$ cat src/rtl/jpc_memarb.sv
// rtl/jpc_memarb.sv - two-port round-robin read arbiter onto a single memory port
module jpc_memarb #(
  parameter int ADDRESS_WIDTH = 32,
  parameter int DATA_WIDTH    = 32
) (
  input  logic                     clk,
  input  logic                     rst,
  input  logic [ADDRESS_WIDTH-1:0] req0_addr_I,
  input  logic                     req0_valid_I,
  output logic                     req0_ready_O,
  output logic [DATA_WIDTH-1:0]    rsp0_data_O,
  output logic                     rsp0_valid_O,
  input  logic                     rsp0_ready_I,
  input  logic                     flush0_I,
  input  logic [ADDRESS_WIDTH-1:0] req1_addr_I,
  input  logic                     req1_valid_I,
  output logic                     req1_ready_O,
  output logic [DATA_WIDTH-1:0]    rsp1_data_O,
  output logic                     rsp1_valid_O,
  input  logic                     rsp1_ready_I,
  output logic [ADDRESS_WIDTH-1:0] mem_addr_O,
  output logic                     mem_addr_valid_O,
  input  logic                     mem_addr_ready_I,
  input  logic [DATA_WIDTH-1:0]    mem_data_I,
  input  logic                     mem_data_valid_I,
  output logic                     mem_data_ready_O,
  output logic                     grant_O
);

  typedef enum logic [1:0] {IDLE, ADDR, DATA, RESP} state_t;

  state_t                   state_q, state_d;
  logic                     owner_q, last_grant_q, discard_q, discard_d;
  logic [ADDRESS_WIDTH-1:0] addr_q;
  logic [DATA_WIDTH-1:0]    rsp0_q, rsp1_q;
  logic                     win, accept, capture, done;
  logic                     v0, flush_own;

  // a redirect on port 0 hides its request for the current cycle
  assign v0        = req0_valid_I & ~flush0_I;
  assign flush_own = flush0_I & ~owner_q;

  always_comb begin
    state_d          = state_q;
    discard_d        = discard_q;
    win              = 1'b0;
    accept           = 1'b0;
    capture          = 1'b0;
    done             = 1'b0;
    req0_ready_O     = 1'b0;
    req1_ready_O     = 1'b0;
    mem_addr_valid_O = 1'b0;
    mem_data_ready_O = 1'b0;
    rsp0_valid_O     = 1'b0;
    rsp1_valid_O     = 1'b0;
    if (rst) begin
      case (state_q)
        IDLE: begin
          if (v0 && req1_valid_I) win = ~last_grant_q;
          else                    win = req1_valid_I;
          req0_ready_O = v0 & ~win;
          req1_ready_O = req1_valid_I & win;
          if (v0 || req1_valid_I) begin
            accept  = 1'b1;
            state_d = ADDR;
          end
        end
        ADDR: begin
          mem_addr_valid_O = 1'b1;
          if (flush_own) discard_d = 1'b1;
          if (mem_addr_ready_I) state_d = DATA;
        end
        DATA: begin
          mem_data_ready_O = 1'b1;
          if (flush_own) discard_d = 1'b1;
          if (mem_data_valid_I) begin
            if (discard_d) begin
              state_d   = IDLE;
              done      = 1'b1;
              discard_d = 1'b0;
            end else begin
              capture = 1'b1;
              state_d = RESP;
            end
          end
        end
        RESP: begin
          rsp0_valid_O = ~owner_q & ~flush0_I;
          rsp1_valid_O = owner_q;
          if (flush_own || (owner_q ? rsp1_ready_I : rsp0_ready_I)) begin
            state_d = IDLE;
            done    = 1'b1;
          end
        end
        default: state_d = IDLE;
      endcase
    end
  end

  always_ff @(posedge clk or negedge rst) begin
    if (!rst) begin
      state_q      <= IDLE;
      owner_q      <= 1'b0;
      last_grant_q <= 1'b1;
      discard_q    <= 1'b0;
      addr_q       <= '0;
      rsp0_q       <= '0;
      rsp1_q       <= '0;
    end else begin
      state_q   <= state_d;
      discard_q <= discard_d;
      if (accept) begin
        owner_q <= win;
        addr_q  <= win ? req1_addr_I : req0_addr_I;
      end
      // per-port response registers keep the idle port's data stable
      if (capture) begin
        if (owner_q) rsp1_q <= mem_data_I;
        else         rsp0_q <= mem_data_I;
      end
      if (done) last_grant_q <= owner_q;
    end
  end

  assign mem_addr_O  = addr_q;
  assign rsp0_data_O = rsp0_q;
  assign rsp1_data_O = rsp1_q;
  assign grant_O     = owner_q;

endmodule

$ cat config.mk
export PLATFORM = sky130hd
export DESIGN_NAME = jpc_memarb
export DESIGN_NICKNAME = d
export VERILOG_FILES = /design/src/rtl/jpc_memarb.sv
export SDC_FILE = /design/constraint.sdc
export NUM_CORES = 1
export LEC_CHECK = 0
export ABC_AREA = 1
export CAP_MARGIN = 20
export CORE_MARGIN = 5
export CORE_UTILIZATION = 30
export DETAILED_ROUTE_END_ITERATION = 10
export HOLD_SLACK_MARGIN = 0.03
export PLACE_DENSITY_LB_ADDON = 0.2
export SYNTH_ARGS = -nofsm -noshare
export SYNTH_HDL_FRONTEND = slang
export SYNTH_SLANG_ARGS = --single-unit
$ cat constraint.sdc
create_clock -name clk -period 4.5 [get_ports clk]
set_input_delay 1.35 -clock clk [delete_from_list [all_inputs] [get_ports clk]]
set_output_delay 1.35 -clock clk [all_outputs]
set_load 0.01 [all_outputs]
==> results of run 1 <==
==> worst paths after layout <==
path                                       end  slack (ns)  depth (start not counted)
worst max-delay path              req0_ready_O        0.36                          7
worst min-delay path            mem_addr_O[28]        0.48                          2
worst max register to register  rsp0_data_O[1]        2.19                          7
worst min register to register  mem_addr_O[28]        0.48                          2
max in group asynchronous       mem_addr_O[19]        2.15                          3
min in group asynchronous           state_q[1]        1.09                          2
==> cells in the mapped netlist <==
library cell,count
inv_2,1
inv_1,115
o21ai_2,22
dfstp_2,1
nand3_1,40
nand4_1,3
nand3_4,2
nor2_2,1
clkbuf_1,5
nor3_1,2
a21oi_4,1
nor2_1,3
buf_2,7
o21ai_1,42
a31oi_1,1
nand2_1,217
ha_1,5
o21ai_0,2
dfrtp_1,100
a21oi_1,1
buf_6,12
==> cells by family after synthesis <==
family / count (synthesis)
AO/OA/AOI/OAI: 69
buffers and inverters: 140
AND/OR/NAND/NOR: 268
flip-flops: 101
adder cells (fa/ha/maj): 5
==> layer usage <==
| layer | part of all wire | global-route usage |
|---|---|---|
| met1 | 0.41 | 0.1741 |
| met2 | 0.49 | 0.2439 |
| met3 | 0.075 | 0.05699 |
| met4 | 0.019 | 0.04255 |
| met5 | 0 | 0 |
==> layout by cell type, fill, tap and decap left out, types with 2 or more instances in the layout <==
| cell type | count |
|---|---|
| nor2_1 | 3 |
| o21ai_1 | 42 |
| clkbuf_16 | 9 |
| clkbuf_8 | 4 |
| nand4_1 | 3 |
| dfrtp_1 | 100 |
| clkdlybuf4s50_1 | 206 |
| o21ai_0 | 2 |
| o21ai_2 | 22 |
| buf_4 | 7 |
| nand2_1 | 217 |
| inv_1 | 115 |
| nand3_1 | 40 |
| ha_1 | 5 |
| nor3_1 | 2 |
| nand3_4 | 2 |
==> layout make-up <==
class / instances / area, um2
multi-input cells: 342 / 1599
repair buffers: 214 / 2130
clock buffers: 14 / 284.0
well taps: 216 / 270.3
inverters: 116 / 435.4
flip-flops and latches: 101 / 2529
fillers: 1505 / 8452
clock inverters: 2 / 13.76
==> critical path, stage by stage <==
cell and delay [ns]:
clkdlybuf4s50_1 0.43, inv_1 0.08, nand3_1 0.11, nand2_1 0.08, inv_1 0.05, nor3_1 0.14
clkdlybuf4s50_1 0.56
==> power by group <==
part	switching (W)	internal [W]
logic	0.000823	0.000992
registers	0.000235	0.00131
clock network	0.000331	0.000437
total	0.00139	0.00274
==> registers in the layout, indices dropped and copies added (netlist names) <==
signal and cells:
mem_addr_O 32, last_grant_q 1, state_q 2, rsp1_data_O 32
grant_O 1, discard_q 1, rsp0_data_O 32
==> metrics by stage <==
| step | cell area (um2) | setup slack, ns |
|---|---|---|
| 4_1_cts | 7246 | 0.3424 |
| 5_1_grt | 7261 | 0.2153 |
| 2_1_floorplan | 4752 | 1.108 |
| 6_report | 7261 | 0.3606 |
| 3_3_place_gp | 6948 | 0.3598 |
| 3_5_place_dp | 6948 | 0.3601 |
==> impl_metrics.ini, run 1 <==
[setup_path]
worstSetupStartpointType = input port
crit_required_ns = 3.15
rr_startpoint = state_q[0]
crit_path_end_kind = output pin
critPathKind = in -> out
startpoint = flush0_I
cp.arrival_ns = 2.79
cp_max_fo = 3

[clock_network]
htreeDepth = 3
cts_resized = 0
clockBufferDepth = 2
cts_num_sinks = 101
cts_hold_buf = 0
numCtsBuffers = 9
clkTransAtPathRegs_ns = 0.06
cts_setup_buffers = 0
cts_tree = done
clk_latency_ns = 0.34
root_buffer = clkbuf_16

[global_route]
track_usage = 0.1457
overflow = 0
grt_pass1_wl_um = 21600
antenna_found_initial = 0
grt_pass1_vias = 4354
grt_max_degree = 69

[synthesis]
synth_top_family_by_area = simple AND/OR/NAND/NOR gates
synth_top_area_frac = 0.5266
synth_area_um2 = 4752
ys_warn_count = 0
ys_types = 21
ys_seq_area_frac = 0.5321
synth_nets = 693
ys_ff_latch = 101
syn-instance-count = 583
synth_simple_gate_area_share = 0.2306
post_synth_fa_ha_maj_area_fraction = 0.01316
yosysTopAreaCell = dfrtp_1
synth_xor_area_frac = 0
synth_compound_area_frac = 0.09268
avgSynthCellArea_um2 = 8.151
synth.mux.area_fraction = 0
synthTopCellsByArea = dfrtp_1 (53%), nand2_1 (17%), inv_1 (9.1%)

[die]
die-area_um2 = 18460
start_util = 0.3024
top_level_ports = 208
fp.dieW_um = 135.9
rows = 46
fp.dieH_um = 135.9
coreArea_um2 = 15710

[final_layout]
fin_nets = 894
antenna_cells = 0
layout.cells.non_filler = 1005
area_delta_synth_final_pct = 52.79
fin_util = 0.4621
final_layout_size_suffix_gt1_frac = 0.06464

[sta]
fin_crit_sh = 0.9199
hold_viol_final = 0
rsz0062_at_grt = false
slew_violations = 0
fin_setup_tns_ns = 0
holdWs_ns = 0.4764
setup_violations = 0
fmax_mhz = 241.6
worst_pin_slew_ns = 0.8815
skew_ns = 0.004561
max_slew_margin = 0.4123
min_period_ns = 4.139

[power_and_ir_drop]
power_density_nw_per_um2 = 568.3
peakVddDrop_uv = 248.6
power.leakage_nw = 3.740
power_w = 0.004126

[routing]
avgRoutedWirePerCell_um = 13.25
drtAntennaViolNets = 0
first_iter_violations = 160
viasPerCell = 4.207
drt-pass1-iter-count = 5
drc_errors = 0
drt_wl_total_um = 13310
vias = 4228

[placement]
placed_cells = 988
dp_hpwl_um = 9789
port_buffers = 207
gp_congestion = 0.7917

[hold_path]
hold_path_startpoint = mem_addr_O[28]
hold_path_class = reg -> reg

[outcome]
status = complete, no violations

[run]
maxCapViolCount = 0
Power figures use the tool's default switching activity.
==> run 2: changes to the inputs <==
- CORE_UTILIZATION: 30 -> 40
- CTS_CLUSTER_SIZE: not set -> 30
==> impl_metrics.ini, run 2 (synthesis results as in run 1) <==
[final_layout]
area_delta_synth_final_pct = 50.29
final_common_cell = nand2_1
fin_nets = 893
fin_area_um2 = 7142
mostFrequentLayoutCells = nand2_1 (217), clkdlybuf4s50_1 (206), inv_1 (115)
final_layout_size_suffix_gt1_frac = 0.06472
nFillCells = 1011
fin_util = 0.6202
antenna_cells = 0

[setup_path]
crit_slowest_cell = clkdlybuf4s50_1
cp_slowest_stage_delay_ns = 0.57
crit_buf_inv = 4
crit_path_end_kind = output pin
cp_max_fo = 3
crit_path_cell_trace = clkdlybuf4s50_1 -> inv_1 -> nand3_1 -> nand2_1 -> inv_1 -> nor3_1 -> clkdlybuf4s50_1
r2r-end = rsp0_data_O[18]
critPathKind = in -> out
worstSetupStartpointType = input port
reg2reg_depth = 6
startpoint = flush0_I
r2r_slack_ns = 2.17
cp.arrival_ns = 2.81
critical-path-top-delay-family = buffers and inverters
crit_required_ns = 3.15
rr_startpoint = state_q[0]

[sta]
skew_ns = 0.007373
fin_crit_sh = 0.9249
hold_viol_final = 0
max_slew_margin = 0.3103
fmax_mhz = 240.3
setup_violations = 0
slew_violations = 0
worst_pin_slew_ns = 1.033
fin_setup_tns_ns = 0
min_period_ns = 4.162
rsz0062_at_grt = false

[global_route]
antenna_found_initial = 0
grt_pass1_vias = 4243
grt_pass1_wl_um = 20840
track_usage = 0.1790
grt_max_degree = 65
overflow = 0

[clock_network]
htreeDepth = 3
cts_resized = 0
cts_setup_buffers = 0
clk_latency_ns = 0.33
root_buffer = clkbuf_16
cts_hold_buf = 0
clockBufferDepth = 2
clkTransAtPathRegs_ns = 0.07
cts_num_sinks = 101
numCtsBuffers = 9
cts_tree = done

[routing]
first_iter_violations = 250
viasPerCell = 4.588
avgRoutedWirePerCell_um = 13.64
vias = 4271
drtAntennaViolNets = 0
drc_errors = 0
drt_wl_total_um = 12700
drt-pass1-iter-count = 5

[hold_path]
hold_path_startpoint = mem_addr_O[9]
holdPathStages = 2
min_to = mem_addr_O[9]
hold_path_class = reg -> reg

[power_and_ir_drop]
power.leakage_nw = 3.729
power_density_nw_per_um2 = 570.2
peakVddDrop_uv = 391.6

[placement]
dp_hpwl_um = 9450
gp_congestion = 0.7624
port_buffers = 207
placed_area_um2 = 6857

[die]
coreArea_um2 = 11520
top_level_ports = 208
fp.dieH_um = 119.0
die-area_um2 = 14160
fp.dieW_um = 119.0
rows = 39
start_util = 0.4126

[outcome]
status = complete, no violations

[run]
maxCapViolCount = 0
==> run 2: changes by cell type in the layout (fill, tap and decap cells not counted), sizes merged <==
cell    delta
clkbuf     -3
clkinv     +3
buf        -1
==> run 2: final cells by class <==
cell class	count	area (um2)	share of cell area
Inverter	116	435.4	0.06097
Sequential cell	101	2529	0.3541
Timing Repair Buffer	213	2115	0.2961
Tap cell	143	178.9	0.02505
Clock buffer	11	252.7	0.03539
Clock inverter	5	32.53	0.004555
Multi-Input combinational cell	342	1599	0.2239
==> run 2: layer usage <==
metal,vias to the layer above,wire (um),GRT usage
li1,2152,-,-
met1,1978,4952,0.2025
met2,124,6679,0.3197
met3,17,849,0.05640
met4,0,218,0.05938
met5,-,0,0
==> run 2: worst min-delay path: cells and delay by family (launching register included) <==
family | cells | cell delay, ns
and+or+nand+nor | 2 | 0.11
DFF | 1 | 0.34
==> run 2: how the worst max path moves through the flow <==
stage,endpoint,slack [ns],cells after the start
5_1_grt,req0_ready_O,0.17,7
2_1_floorplan,req0_ready_O,1.11,6
3_3_place_gp,req0_ready_O,0.34,7
4_1_cts,req0_ready_O,0.34,7
6_report,req0_ready_O,0.34,7
3_5_place_dp,req0_ready_O,0.35,7
==> run 2: power by group <==
group,internal [W],switching (W),total [W]
Sequential,0.00131,0.000235,0.00154
Combinational,0.000987,0.000812,0.00180
Clock,0.000405,0.000325,0.000730
==> run 2: through the flow <==
stage | power, W | hold slack, ns | worst slack [ns] | cells
2_1_floorplan | 0.002296 | 0.4655 | 1.108 | 583
3_3_place_gp | 0.003337 | 0.4614 | 0.3354 | 915
3_5_place_dp | 0.003381 | 0.4646 | 0.3467 | 915
4_1_cts | 0.004135 | 0.4836 | 0.3394 | 931
5_1_grt | 0.004356 | 0.4989 | 0.1713 | 931
6_report | 0.004073 | 0.4794 | 0.3381 | 931
==> RTL change 1: new RTL, flow settings as in run 1 <==
Change the parameter `ADDRESS_WIDTH` from 32 to 16.
--- a/src/rtl/jpc_memarb.sv
+++ b/src/rtl/jpc_memarb.sv
@@ -2,3 +2,3 @@
 module jpc_memarb #(
-  parameter int ADDRESS_WIDTH = 32,
+  parameter int ADDRESS_WIDTH = 16,
   parameter int DATA_WIDTH    = 32
Interface: changed (resized mem_addr_O, req0_addr_I and req1_addr_I); port bits go from 208 to 160. No check against the original RTL was run, so the function may have changed too.
==> RTL change 1 against run 1 <==
Total power fell by 17%; area after synthesis shrank 19%; setup slack worse by 0.060 ns; maximum frequency shrank 1.4%; highest routed layer unchanged; die area fell by 18%; wire length decreased by 23%; sequential cell count shrank 16; design area is 20% lower; largest power group unchanged.
==> RTL change 1: results (changes against run 1) <==
* Status: finished, final reports clean
* Drt initial violations at 91 (-43%)
* Worst Reg-to-Reg Cells at 6 (-1)
* Mapped Cells at 447 (-23%)
* Wire per inst at 13.0 um (-1.6%)
* Clk_skew at 0.0102 ns (+0.00560 ns)
* Final non-filler cell total at 784 (-22%)
* Dpl cell area at 0.00555 mm2 (-20%)
* VDD IR max at 304 uV (+22%)
* Share of layout cells above drive strength 1 at 7.84% (+1.4 points)
* CP Max Fanout at 2 (-1)
* Top area cells in the synthesized netlist: dfrtp_1 54%, nand2_1 14%, inv_1 7.8%
* Area of the multi-input gates at 0.00126 mm2 (-21%)
* Switch Pwr at 1.12 mW (-19%)
* Setup WS pre-CTS at 0.319 ns (-0.0411 ns)
* Arrival time at the worst endpoint at 2.85 ns (+0.06 ns)
* Number of port buffers at 159 (-23%)
* Largest net degree at the start of global routing at 66 (-4.3%)
* R2R Path End: rsp0_data_O[26]
* Synth cell count leaders: 149 x nand2_1, 84 x dfrtp_1, 80 x inv_1
* Post-DP HPWL at 7560 um (-23%)
* Worst slew pin tran at 0.839 ns (-0.0426 ns)
* Compound-Gate Fraction of Synth Area at 10.4% (+1.2 points)
* Unique masters post-synth at 26 (+24%)
* Nets at 685 (-23%)
* Synthesized Nets at 525 (-24%)
* Cells after DPL at 768 (-22%)
* Fill count at 1,258 (-16%)
* GRT Total Usage at 13.8% (-0.78 points)
* P_leak at 2.92 nW (-22%)
* Via count at 3,318 (-22%)
* 1st-pass router iterations at 6 (+1)
* First-pass GRT wire length at 16,600 um (-23%)
-- RTL change 1: changes by cell type after synthesis, moves of 4 or more --
| cell | delta |
|---|---|
| o21ai_2 | -10 |
| nand2_1 | -68 |
| buf_6 | -4 |
| clkbuf_1 | -4 |
| nand2_2 | +5 |
| buf_2 | -4 |
| inv_1 | -35 |
| o21ai_1 | +10 |
| dfrtp_1 | -16 |
| nand3_1 | -17 |
-- RTL change 1: area by class of cell --
class                           instances  share of cell area (%)
Timing Repair Buffer                  165                    28.0
Clock buffer                           12                    4.39
Multi-Input combinational cell        262                    21.5
Inverter                               84                    5.40
Tap cell                              172                    3.69
Clock inverter                          4                   0.557
Sequential cell                        85                    36.5
-- RTL change 1: worst min-delay path by stage --
stage | startpoint | cells after the start | slack (ns) | to
after floorplan | last_grant_q | 2 | 0.47 | last_grant_q
after global placement | mem_addr_O[13] | 2 | 0.46 | mem_addr_O[13]
after detailed placement | mem_addr_O[9] | 2 | 0.47 | mem_addr_O[9]
after CTS | mem_addr_O[9] | 2 | 0.48 | mem_addr_O[9]
after global routing | mem_addr_O[9] | 2 | 0.49 | mem_addr_O[9]
final | mem_addr_O[12] | 2 | 0.48 | mem_addr_O[12]
-- RTL change 1: power groups by stage --
| stage | clock [mW] | combinational (mW) | sequential [mW] |
|---|---|---|---|
| after global routing | 0.763 | 1.58 | 1.34 |
| after detailed placement | 0 | 1.46 | 1.30 |
| after global placement | 0 | 1.45 | 1.29 |
| after CTS | 0.724 | 1.46 | 1.30 |
| final | 0.697 | 1.43 | 1.29 |
| after floorplan | 0 | 0.456 | 1.43 |
-- RTL change 1: worst reg2reg max path, cell delays in order, from the launching register on --
cell and delay (ns):
dfrtp_1 0.42, inv_1 0.13, ha_1 0.23, nand2_1 0.10
nor2_2 0.27, nand3_4 0.64, o21ai_1 0.40
-- RTL change 1: cells by family after synthesis --
group / Yosys count
simple gates: 188
compound gates: 69
buf+inv: 100
fa+ha+maj: 5
flops: 85
-- RTL change 1: routing by layer --
metal	share of wire, %	track usage (%)	vias up
li1	-	-	1685
met1	45	17.7	1498
met2	43	21.0	129
met3	12	6.36	6
met4	0.82	3.74	0
met5	0	0	-
==> RTL change 2: new RTL, config.mk and constraints of run 1 <==
Made on the original files. Reset style: synchronous (`rst`), changed in one clocked block.
--- a/src/rtl/jpc_memarb.sv
+++ b/src/rtl/jpc_memarb.sv
@@ -99,3 +99,3 @@
 
-  always_ff @(posedge clk or negedge rst) begin
+  always_ff @(posedge clk) begin
     if (!rst) begin
Function: differs if rst is asserted again (counterexample within 4 cycles, from zero or initial values and one cycle with rst low); with rst held inactive, the same outputs for 10 cycles.
==> RTL change 2 against run 1 <==
Clock skew rose by 0.0016 ns; setup slack worse by 0.089 ns; area after synthesis down 5.0%; sequential cell count unchanged; via count rose by 7.1%; design area shrank 4.2%; critical endpoint unchanged; wire length down 2.6%.
Power is not compared: it rests on default switching activity, and its combinational part moved more than twofold at a synthesized area within 25%.
==> RTL change 2: results (changes against run 1) <==
* Status: finished, final reports clean
* Drt initial violations at 162 (+1.3%)
* Initial antenna violation count at 0 (unchanged)
* CTS root buf: clkbuf_16
* CTS resizes at 0 (unchanged)
* Clock Tree Buf Depth at 2 (unchanged)
* Top area cells in the synthesized netlist: dfxtp_1 45%, nand2_1 18%, nor2_1 11%
* Worst min path class: reg2reg
* Nets at 982 (+9.8%)
* CP Max Fanout at 3 (unchanged)
* Largest net degree at the start of global routing at 65 (-5.8%)
* Clock share of power at 27.8%
* Worst slew pin tran at 0.623 ns (-0.259 ns)
* Fmax at 0.236 GHz (-2.1%)
* WHS Path Cells at 2 (unchanged)
* Pwr dens at 379 mW/mm2
* Worst Reg-to-Reg Cells at 10 (+3)
* H-tree levels at 3 (unchanged)
* Fill count at 1,517 (+0.80%)
* Sequential area share after synthesis at 44.8% (-8.4 points)
* Placer Congestion at 0.794 (+0.34%)
* Ys async rst share at 0% (-100 points)
* Logic pwr share at 30.7%
* Synthesized Nets at 791 (+14%)
* Arrival time at the worst endpoint at 2.88 ns (+0.09 ns)
* 1st-pass router iterations at 4 (-1)
* P_leak at 3.14 nW
* Wire per inst at 12.2 um (-7.6%)
* Via count at 4,528 (+7.1%)
* CTS Buf Count at 9 (unchanged)
* Worst R2R Setup Slack at 2.35 ns (+0.16 ns)
* Vias in the first global route at 4,245 (-2.5%)
* Worst skew pair latency at 0.34 ns (about the same)
* # Post-CTS Setup Buffers at 0 (unchanged)
* Vias per cell at 4.27 (+1.5%)
* Mapped Cells at 681 (+17%)
* Startpoint types: primary input
* Cells after DPL at 1,045 (+5.8%)
* Inserted Diodes at 0 (unchanged)
* Unique masters post-synth at 21 (unchanged)
* Synth cell count leaders: 213 x nand2_1, 132 x nor2_1, 101 x dfxtp_1
* Post-DP HPWL at 9600 um (-1.9%)
* Switch Pwr at 0.818 mW
* Clk_skew at 0.00612 ns (+0.00156 ns)
* Setup WS pre-CTS at 0.278 ns (-0.0825 ns)
* Number of port buffers at 207 (unchanged)
* Count of warnings emitted by yosys at 0 (unchanged)
* VDD IR max at 196 uV
* GRT Total Usage at 14.5% (-0.028 points)
* First-pass GRT wire length at 20,900 um (-3.2%)
* Share of layout cells above drive strength 1 at 4.11% (-2.4 points)
* Worst-path clk slew at 0.07 ns
RTL change 2: kinds of logic (layout without fill, tap and decap cells):
group	after synthesis	in the layout	synth area share, %
compound gates	50	50	5.77
fa+ha+maj	5	5	1.39
buf+inv	122	317	12.2
flops	101	101	44.8
simple gates	403	403	35.9
RTL change 2: layout make-up:
cell class                      instances  area, um2  area share [%]
Inverter                               84        315            4.53
Multi-Input combinational cell        458       1950            28.0
Clock buffer                           10        239            3.44
Sequential cell                       101       2020            29.1
Timing Repair Buffer                  218       2160            31.1
Clock inverter                          5       35.0           0.504
Tap cell                              184        230            3.31
RTL change 2: through the flow:
| stage | instance area [um2] | hold WS [ns] |
|---|---|---|
| finish | 6950 | 0.470 |
| global route | 6950 | 0.489 |
| CTS | 6950 | 0.473 |
| detailed placement | 6680 | 0.463 |
| global placement | 6680 | 0.458 |
| floorplan | 4510 | 0.469 |
RTL change 2: per-layer routing:
layer / track usage (%) / vias to the layer above / routed length, um
met5: 0 / - / 0
met4: 5.95 / 0 / 250
met3: 7.86 / 14 / 1640
met2: 21.6 / 177 / 5270
met1: 17.5 / 1896 / 5810
li1: - / 2441 / -
RTL change 2: worst max-delay path, cell delays in order:
cell,delay (ns)
clkdlybuf4s50_1,0.47
inv_1,0.04
nor2_1,0.08
nand2_1,0.11
a211oi_1,0.23
clkdlybuf4s50_1,0.60
RTL change 2: worst paths after layout:
path / from / end
worst max-delay path: req0_valid_I / req0_ready_O
worst min-delay path: mem_addr_O[23] / mem_addr_O[23]
worst max register to register: state_q[0] / mem_addr_O[12]
worst min register to register: mem_addr_O[23] / mem_addr_O[23]
